`src/rtl/fsm_deshift.sv`:
```
// Serial-to-parallel reassembly stage: rebuilds WIDTH-bit words from a strobed bit stream.
// Optional even-parity check state is enabled by defining FSM_DESHIFT_PARITY_EN.
module fsm_deshift #(
    parameter int WIDTH     = 4,
    parameter bit MSB_FIRST = 1'b1
) (
    input  logic             i_clk,
    input  logic             i_rst,
    input  logic             i_start,
    input  logic             i_bit_valid,
    input  logic             i_serial_in,
    input  logic             i_out_ready,
    output logic [WIDTH-1:0] o_out,
    output logic             o_out_valid,
    output logic             o_busy,
`ifdef FSM_DESHIFT_PARITY_EN
    output logic             o_parity_err,
`endif
    output logic [1:0]       o_state
);

    localparam int CW = (WIDTH > 2) ? $clog2(WIDTH) : 1;
    localparam logic [CW-1:0] LAST = CW'(WIDTH - 1);

    typedef enum logic [1:0] {
        S_IDLE   = 2'd0,
        S_SHIFT  = 2'd1,
        S_HOLD   = 2'd2,
        S_PARITY = 2'd3
    } state_t;

    state_t            r_state;
    state_t            w_next;
    logic [CW-1:0]     r_cnt;
    logic [WIDTH-1:0]  r_shreg;
    logic [WIDTH-1:0]  r_out;
    logic              r_out_valid;
    logic [WIDTH-1:0]  w_shifted;
    logic              w_last;
`ifdef FSM_DESHIFT_PARITY_EN
    logic              r_parity_err;
`endif

    assign w_shifted = MSB_FIRST ? {r_shreg[WIDTH-2:0], i_serial_in}
                                 : {i_serial_in, r_shreg[WIDTH-1:1]};
    assign w_last    = (r_cnt == LAST);

    always_ff @(posedge i_clk) begin
        if (!i_rst) begin
            r_state <= S_IDLE;
        end else begin
            r_state <= w_next;
        end
    end

    // Output handshake: a word is transferred on any edge where o_out_valid and
    // i_out_ready are both high; o_out and o_out_valid stay put until then.
    always_comb begin
        w_next = r_state;
        case (r_state)
            S_IDLE:   if (i_start) w_next = S_SHIFT;
            S_SHIFT: begin
                if (i_bit_valid && w_last) begin
`ifdef FSM_DESHIFT_PARITY_EN
                    w_next = S_PARITY;
`else
                    w_next = S_HOLD;
`endif
                end
            end
            S_PARITY: if (i_bit_valid) w_next = S_HOLD;
            S_HOLD:   if (i_out_ready) w_next = i_start ? S_SHIFT : S_IDLE;
            default:  w_next = S_IDLE;
        endcase
    end

    always_comb begin
        o_busy  = (r_state != S_IDLE);
        o_state = r_state;
    end

    always_ff @(posedge i_clk) begin
        if (!i_rst) begin
            r_cnt        <= '0;
            r_shreg      <= '0;
            r_out        <= '0;
            r_out_valid  <= 1'b0;
`ifdef FSM_DESHIFT_PARITY_EN
            r_parity_err <= 1'b0;
`endif
        end else begin
            case (r_state)
                S_IDLE: begin
                    if (i_start) begin
                        r_cnt   <= '0;
                        r_shreg <= '0;
                    end
                end
                S_SHIFT: begin
                    if (i_bit_valid) begin
                        r_shreg <= w_shifted;
                        if (w_last) begin
                            r_out <= w_shifted;
                            r_cnt <= '0;
`ifndef FSM_DESHIFT_PARITY_EN
                            r_out_valid <= 1'b1;
`endif
                        end else begin
                            r_cnt <= r_cnt + 1'b1;
                        end
                    end
                end
`ifdef FSM_DESHIFT_PARITY_EN
                S_PARITY: begin
                    if (i_bit_valid) begin
                        r_parity_err <= (^r_out) ^ i_serial_in;
                        r_out_valid  <= 1'b1;
                    end
                end
`endif
                S_HOLD: begin
                    if (i_out_ready) begin
                        r_out_valid <= 1'b0;
`ifdef FSM_DESHIFT_PARITY_EN
                        r_parity_err <= 1'b0;
`endif
                        if (i_start) begin
                            r_cnt   <= '0;
                            r_shreg <= '0;
                        end
                    end
                end
                default: ;
            endcase
        end
    end

    assign o_out       = r_out;
    assign o_out_valid = r_out_valid;
`ifdef FSM_DESHIFT_PARITY_EN
    assign o_parity_err = r_parity_err;
`endif

endmodule
```
`config.mk`:
```
export PLATFORM = sky130hd
export DESIGN_NAME = fsm_deshift
export DESIGN_NICKNAME = d
export VERILOG_FILES = /design/src/rtl/fsm_deshift.sv
export SDC_FILE = /design/constraint.sdc
export NUM_CORES = 1
export LEC_CHECK = 0
export CAP_MARGIN = 40
export CORE_AREA = 2 2 39 41
export CTS_CLUSTER_SIZE = 30
export DETAILED_ROUTE_END_ITERATION = 8
export DIE_AREA = 0 0 41 43
export GPL_ROUTABILITY_DRIVEN = 0
export PLACE_DENSITY = 0.73
export SETUP_SLACK_MARGIN = 0.3
export SYNTH_ARGS = -nofsm -noshare
export SYNTH_HDL_FRONTEND = slang
export SYNTH_SLANG_ARGS = --single-unit
```
`constraint.sdc`:
```
create_clock -name i_clk -period 1.06 [get_ports i_clk]
set_input_delay 0.159 -clock i_clk [delete_from_list [all_inputs] [get_ports i_clk]]
set_output_delay 0.159 -clock i_clk [all_outputs]
set_load 0.05 [all_outputs]
```
# ---- Yosys cells after proc, flatten, opt, wreduce, memory -nomap -nowiden
# Index checks and enable logic that the tools add are counted.
# Widths: inputs -> output; s select.
dict set report op_classes {
  magnitude_cmp 0
  n_reduce_logical 9
  n_bitwise 0
  n_mul 0
  n_div 0
  n_addsub 1
  mux 19
  eq_ne 10
  n_shift 0
}
# op n
set ops {}
lappend ops {{$mux 2} 8}
lappend ops {{$mux 4} 3}
lappend ops {{$ne 2x2->1 const B} 6}
lappend ops {{$pmux 4 s3} 1}
lappend ops {{$pmux 2 s4} 1}
lappend ops {{$reduce_and 4->1} 2}
lappend ops {{$eq 2x2->1 const B} 3}
lappend ops {{$pmux 2 s3} 1}
lappend ops {{$reduce_and 3->1} 2}
lappend ops {{$mux 1} 4}
lappend ops {{$reduce_bool 2->1} 2}
lappend ops {{$reduce_bool 3->1} 1}
lappend ops {{$add 2x1->2 const B} 1}
lappend ops {{$eq 2x1->1 const B} 1}
lappend ops {{$logic_not 2->1} 1}
lappend ops {{$pmux 1 s2} 1}
lappend ops {{$logic_and 1x1->1} 1}
dict set report word_totals {
  latchBits 0
  regBits 13
  out_inout_bits 8
  mem_bits_rw 0
  mem_bits_ro 0
  memories 0
  elab_cells 44
  inputBits 6
}

# ---- Logic depth before layout (Yosys ltp)
# Gate-level depths: netlist of run 1.
dict set report logic_depth {
  ltp_word 4
  ltp_mapped 4
  mapped_depth_nobuf 4
}

# ---- Least setup slack after synthesis of run 1
# Ideal clock, no wire load.
dict set report synth_timing {
  path_kind {reg-to-reg}
  start {reg r_state[0], in the netlist o_state[0]}
  end {reg r_cnt[0]}
  path_slack_ns -0.405
  setup_ns 0.117
  path_stages_with_launch 5
  required_ns 0.943
  synth_period_minus_slack_ns 1.465
  arrival_ns 1.348
  n_path_buf 1
  path_cell_list {dfxtp_1 buf_6 mux2i_1 o211a_4 a22o_1}
}
dict set report synth_via {
  elab_chain_len 3
  elab_cells_between_ends 8
  classes_between {eq/ne: 4; mux: 1; reduce/logical: 3}
}
# element line
set synth_lines {}
lappend synth_lines {{start: declaration} 32} ;# state_t r_state;
lappend synth_lines {{start signal: assignment} 52} ;# r_state <= w_next;
lappend synth_lines {{$eq 2x1->1 (tied with other cells)} 92} ;# case (r_state)
lappend synth_lines {{$ne 2x2->1 (no source line) or $reduce_bool 3->1 (tied branches)} -}
lappend synth_lines {{$reduce_and 3->1 (no source line)} -}
lappend synth_lines {{end signal: assignment} 109} ;# r_cnt <= r_cnt + 1'b1;
lappend synth_lines {{end: declaration} 34} ;# logic [CW-1:0] r_cnt;
# Parallel ways exist; a longest one is shown, timed or not.
# A chain may end at the register's enable or synchronous reset.

# ---- Worst setup path in the final report of run 1
dict set report layout_timing {
  start {reg r_state[0], in the netlist o_state[0]}
  end {out o_busy}
}
dict set report layout_via {
  elab_chain_len 1
}
# element line
set layout_lines {}
lappend layout_lines {{$reduce_bool 2->1} 78} ;# o_busy = (r_state != S_IDLE);
lappend layout_lines {{end: declaration} 15} ;# output logic o_busy,
# Every way passes these cells.

==> results of run 1 <==
[final cells by class]
cell class	instances	area, um2	area share, %
Timing Repair Buffer	32	374.1	37.52
Sequential cell	12	256.5	25.72
Clock buffer	4	36.28	3.639
Tap cell	16	20.02	2.008
Inverter	1	3.754	0.3764
Multi-Input combinational cell	35	306.5	30.74
[worst reg2reg max path, delay by kind of cell, from the launching register on]
family	cells	cell delay (ns)
AO/OA/AOI/OAI	2	0.47
flip-flops	1	0.36
buffers and inverters	1	0.12
multiplexers	1	0.12
[per-stage QoR]
step / setup TNS, ns / worst slack, ns / hold slack (ns)
2_1_floorplan: -1.226 / -0.1567 / 0.2841
3_3_place_gp: -2.601 / -0.2858 / 0.4451
3_5_place_dp: -2.783 / -0.2995 / 0.4470
4_1_cts: -0.8430 / -0.1259 / 0.4511
5_1_grt: -1.696 / -0.1578 / 0.4700
6_report: -1.029 / -0.1246 / 0.4523
[flip-flops by register name, indices dropped and copies added (netlist names)]
register	flops
r_cnt	2
o_out	4
r_shreg	3
o_state	2
o_out_valid	1
[what timing repair did]
action                                  4_1_cts  5_1_grt
resized for setup                            22        7
endpoints found under the setup margin       20       20
pin swaps                                    15        3
gates cloned                                  1        0
buffers inserted                              9        1
[final timing paths]
| check | startpoint | slack (ns) | to |
|---|---|---|---|
| setup / recovery | o_state[0]$_SDFFE_PN0P_ | -0.12 | o_busy |
| hold / removal | i_serial_in | 0.45 | o_out[0]$_SDFFE_PN0P_ |
| setup reg to reg | o_state[0]$_SDFFE_PN0P_ | -0.11 | r_cnt[1]$_SDFFE_PN0P_ |
| hold reg to reg | r_shreg[2]$_SDFFE_PN0P_ | 0.47 | o_out[3]$_SDFFE_PN0P_ |
[report_power, final]
group	switching (W)	total (W)	internal, W
clock	0.000170	0.000378	0.000209
sequential	0.00000643	0.000461	0.000454
combinational	0.0000755	0.000158	0.0000830
[logic make-up after synthesis]
family                     Yosys count  share of synthesized area (%)
AOI/OAI and AO/OA                   16                          23.99
adders and majority gates            1                          2.525
buffers and inverters                3                          4.039
DFF                                 12                          48.48
muxes                                1                          2.020
and+or+nand+nor                     17                          18.94
[cell usage in the layout (no fill, tap or decap), types with 2 or more instances in the layout]
| master | n |
|---|---|
| clkdlybuf4s50_1 | 5 |
| o21ai_2 | 3 |
| dfxtp_2 | 7 |
| dfxtp_1 | 3 |
| buf_12 | 7 |
| nand3b_1 | 2 |
| nand2_1 | 5 |
| clkbuf_4 | 3 |
| nand3_2 | 4 |
| o21ai_1 | 2 |
| a22o_1 | 5 |
| dfxtp_4 | 2 |
| buf_6 | 7 |
| buf_4 | 12 |
[per-layer routing]
| layer | global-route usage (%) | share of wire, % | vias to the layer above |
|---|---|---|---|
| met4 | 12.00 | 0.89 | 0 |
| met3 | 3.141 | 3.7 | 2 |
| met5 | 0 | 0 | - |
| met2 | 31.56 | 52 | 19 |
| li1 | - | - | 251 |
| met1 | 22.11 | 43 | 253 |
==> out/results.txt, run 1 <==
status - complete, but fails checks
failing checks - negative setup slack
mapped cell area - 495.5 um2
wire per inst - 15.81 um
Routed WL - 1581 um
layout cell share with drive strength beyond 1 - 64.29%
worst slew pin tran - 0.2569 ns
Final Slew Violations - 0
vias - 525
nets@finish - 92
clock-pin transition on the worst setup and hold timing paths - 0.09 ns
CP Class - flip-flop to primary output
Synth Instances - 50
WP data required - 0.90 ns
Worst Reg-to-Reg Cells - 4
Crit. End Element - primary output
syn avg cell area - 9.910 um2
DP Area - 770.7 um2
max-cap viol count - 0
Crit path depth - 2
top-count cell post-synth - dfxtp_1
die width - 41 um
number of synthesized register bits - 12
RSZ-0062 raised after global routing - yes
number of antenna diodes - 0
gr ovfl total - 0
global-route wire length before repair - 2221 um
CP arrival - 1.03 ns
TritonCTS clock tree - done
I/O pins - 14
fin util - 72.06%
DIE AREA - 0.001763 mm2
root buffer cell - clkbuf_4
Worst path max stage delay - 0.36 ns
Synth-to-Final Area Change - 101.3%
vias per cell - 5.250
Initial DRC Count - 6
core area - 0.001384 mm2
syn nets - 57
antenna violations before repair - 0
Post-synth top cells - dfxtp_1 (12), nand2_1 (6), o21ai_0 (6), a22o_1 (5), nand3_1 (5)
vias in the first global route - 487
final setup violating endpoints - 13
std cell rows - 14
port buffer count - 13
clock sink total - 12
Worst-Skew Late Latency - 0.28 ns
synth top area cells - dfxtp_1 (48%), a22o_1 (8.8%), o21ai_0 (6.1%)
Peak VDD IR - 0.0004852 V
relative slew slack - 82.86%
crit path buf inv count - 1
Pwr Total - 0.0009976 W
worst-path cell chain - or2_4, buf_8
Post-DP HPWL - 760 um
count of final hold-check violations - 0
period utilization - 111.8%
number of remaining DRC errors - 0
depth of the CTS H-tree - 1
Fill cells - 86
CP max stage cell - dfxtp_4
Main synth FF type - dfxtp_1
clk buf depth - 2
Post-Place Cells - 85
drt first pass iters - 5
Yosys cell types - 19
leakage - 0.3894 nW
Post-synth EDFFs - 0
GR Util All Layers - 19.43%
pwr/cell area - 1000 mW/mm2
Setup WS post-layout - -0.1246 ns
Initial Util - 35.80%
clock skew - 0.006717 ns
critical-path maximum fanout - 3
fin area - 997.2 um2
Hold Crit Depth - 3
post-route ant nets - 0
Worst path top cell family by delay - flip-flops
post-synth top area share - 48.48%
hold buffers post-CTS - 0
register area share after synthesis - 48.48%
Worst setup SP type - flip-flop
Yosys warnings - 0
Synth async-reset ratio - 0%
Hold Path Class - input port to flip-flop
f_max - 0.8442 GHz
TritonCTS Buffers - 3
largest net degree at the start of global routing - 10
Final Instance Count excl. Fillers - 100
min Tclk post-route - 1.185 ns
post-synth top area cell - dfxtp_1
die span in y - 43 um
(Power assumes the default switching activity.)
==> inputs of run 2 (changes only) <==
--- a/config.mk
+++ b/config.mk
@@ -5,6 +5,7 @@
 export SDC_FILE = /design/constraint.sdc
 export NUM_CORES = 1
 export LEC_CHECK = 0
+export ABC_CLOCK_PERIOD_IN_PS = 1060
 export CAP_MARGIN = 40
 export CORE_AREA = 2 2 39 41
 export CTS_CLUSTER_SIZE = 30
@@ -13,6 +14,7 @@
 export GPL_ROUTABILITY_DRIVEN = 0
 export PLACE_DENSITY = 0.73
 export SETUP_SLACK_MARGIN = 0.3
+export SKIP_CTS_REPAIR_TIMING = 1
 export SYNTH_ARGS = -nofsm -noshare
 export SYNTH_HDL_FRONTEND = slang
 export SYNTH_SLANG_ARGS = --single-unit
==> out/results.txt, run 2 (same netlist as run 1, synthesis figures left out) <==
status - complete, but fails checks (unchanged)
failing checks - negative setup slack (unchanged)
RSZ-0062 raised after global routing - yes (unchanged)
number of antenna diodes - 0 (unchanged)
port buffer count - 13 (unchanged)
RR Endpoint - r_shreg[1]$_SDFFE_PN0P_ (was r_cnt[1]$_SDFFE_PN0P_)
core area - 0.001384 mm2 (unchanged)
vias in the first global route - 382 (was 487)
GR Util All Layers - 13.26% (was 19.43%)
crit path to - o_busy (unchanged)
post-route ant nets - 0 (unchanged)
TritonCTS Buffers - 3 (unchanged)
layout cell share with drive strength beyond 1 - 59.49% (was 64.29%)
die width - 41 um (unchanged)
Worst Reg-to-Reg Cells - 3 (was 4)
Final Slew Violations - 0 (unchanged)
Fill cells - 95 (was 86)
final setup violating endpoints - 8 (was 13)
pwr/cell area - 1035 mW/mm2 (was 1000 mW/mm2)
Peak VDD IR - 0.0004351 V (was 0.0004852 V)
wire per inst - 14.11 um (was 15.81 um)
Post-DP HPWL - 760 um (unchanged)
max reg flops - 4 (unchanged)
Setup WS post-layout - -0.1353 ns (was -0.1246 ns)
Worst-Skew Late Latency - 0.27 ns (was 0.28 ns)
Routed WL - 1340 um (was 1581 um)
Initial Util - 35.80% (unchanged)
CP arrival - 1.04 ns (was 1.03 ns)
vias per cell - 5.389 (was 5.250)
max-cap viol count - 0 (unchanged)
min Tclk post-route - 1.195 ns (was 1.185 ns)
CP Class - flip-flop to primary output (unchanged)
largest net degree at the start of global routing - 10 (unchanged)
gr ovfl total - 0 (unchanged)
worst slew pin tran - 0.3217 ns (was 0.2569 ns)
relative slew slack - 78.46% (was 82.86%)
Worst setup SP type - flip-flop (unchanged)
RR Startpoint - o_state[0]$_SDFFE_PN0P_ (unchanged)
clock sink total - 12 (unchanged)
Synth-to-Final Area Change - 89.14% (was 101.3%)
I/O pins - 14 (unchanged)
std cell rows - 14 (unchanged)
clk buf depth - 2 (unchanged)
most frequent cells in the layout - buf_4 (10), buf_12 (7), nand2_1 (6), dfxtp_2 (6) (was buf_4 (12), dfxtp_2 (7), buf_12 (7), buf_6 (7))
die span in y - 43 um (unchanged)
Hold Path Class - input port to flip-flop (unchanged)
TritonCTS clock tree - done (unchanged)
clock skew - 0.002221 ns (was 0.006717 ns)
FF-to-FF setup slack - -0.03 ns (was -0.11 ns)
leading cell type in the layout, fill and taps excluded - buf_4 (unchanged)
WP data required - 0.90 ns (about the same)
nets@finish - 87 (was 92)
clock-pin transition on the worst setup and hold timing paths - 0.07 ns (was 0.09 ns)
DIE AREA - 0.001763 mm2 (unchanged)
period utilization - 112.8% (was 111.8%)
f_max - 0.8366 GHz (was 0.8442 GHz)
antenna violations before repair - 0 (unchanged)
critical-path maximum fanout - 5 (was 3)
Setup WS pre-CTS - -0.2995 ns (unchanged)
drt first pass iters - 4 (was 5)
leakage - 0.3716 nW (was 0.3894 nW)
global-route wire length before repair - 1511 um (was 2221 um)
number of remaining DRC errors - 0 (unchanged)
Crit. End Element - primary output (unchanged)
count of final hold-check violations - 0 (unchanged)
root buffer cell - clkbuf_4 (unchanged)
depth of the CTS H-tree - 1 (unchanged)
vias - 512 (was 525)
DP Area - 770.7 um2 (unchanged)
Initial DRC Count - 11 (was 6)
Setup crit start - o_state[1]$_SDFFE_PN0P_ (was o_state[0]$_SDFFE_PN0P_)
fin area - 937.1 um2 (was 997.2 um2)
[run 2: area by class of cell]
| class | count | area (um2) | share of cell area, % |
|---|---|---|---|
| Multi-Input combinational cell | 35 | 294.0 | 31.38 |
| Clock buffer | 4 | 36.28 | 3.872 |
| Sequential cell | 12 | 259.0 | 27.64 |
| Tap cell | 16 | 20.02 | 2.136 |
| Inverter | 1 | 3.754 | 0.4005 |
| Timing Repair Buffer | 27 | 324.1 | 34.58 |
[run 2: power by group]
part | internal, W | switching, W | leakage, nW
clock network | 0.000209 | 0.000154 | 0.0210
registers | 0.000452 | 0.00000914 | 0.102
logic | 0.0000771 | 0.0000688 | 0.248
total | 0.000738 | 0.000232 | 0.372
[run 2: how the worst min path moves through the flow]
stage                                       start                 endpoint  slack [ns]  depth (start not counted)
after detailed placement  r_shreg[2]$_SDFFE_PN0P_    o_out[3]$_SDFFE_PN0P_        0.45                          2
final                                 i_bit_valid  o_state[1]$_SDFFE_PN0P_        0.35                          4
after floorplan                       i_serial_in    o_out[0]$_SDFFE_PN0P_        0.28                          2
after global routing                  i_bit_valid  o_state[1]$_SDFFE_PN0P_        0.36                          4
after CTS                             i_serial_in    o_out[0]$_SDFFE_PN0P_        0.45                          3
after global placement    r_shreg[2]$_SDFFE_PN0P_    o_out[3]$_SDFFE_PN0P_        0.45                          2
[run 2: worst max-delay path, stage by stage (launching register included)]
cell and delay (ns):
dfxtp_4 0.36, or2_4 0.25, buf_8 0.15
[run 2: layer usage]
metal	part of all wire (%)	GRT usage, %	vias up	wire length [um]
met1	42	14.52	252	568
met3	4.7	3.141	2	63
met4	1.0	12.00	0	14
met5	0	0	-	0
met2	52	19.69	18	693
li1	-	-	240	-
[run 2: through the flow]
step | utilization, % | hold slack (ns) | TNS [ns] | std cells | power [W]
3_3_place_gp | 55.70 | 0.4451 | -2.601 | 85 | 0.0005895
4_1_cts | 58.32 | 0.4511 | -0.4485 | 89 | 0.0009579
6_report | 67.72 | 0.3518 | -0.4158 | 95 | 0.0009699
2_1_floorplan | - | 0.2841 | -1.226 | 50 | 0.0005337
5_1_grt | 67.72 | 0.3601 | -0.5947 | 95 | 0.001013
3_5_place_dp | 55.70 | 0.4470 | -2.783 | 85 | 0.0005927
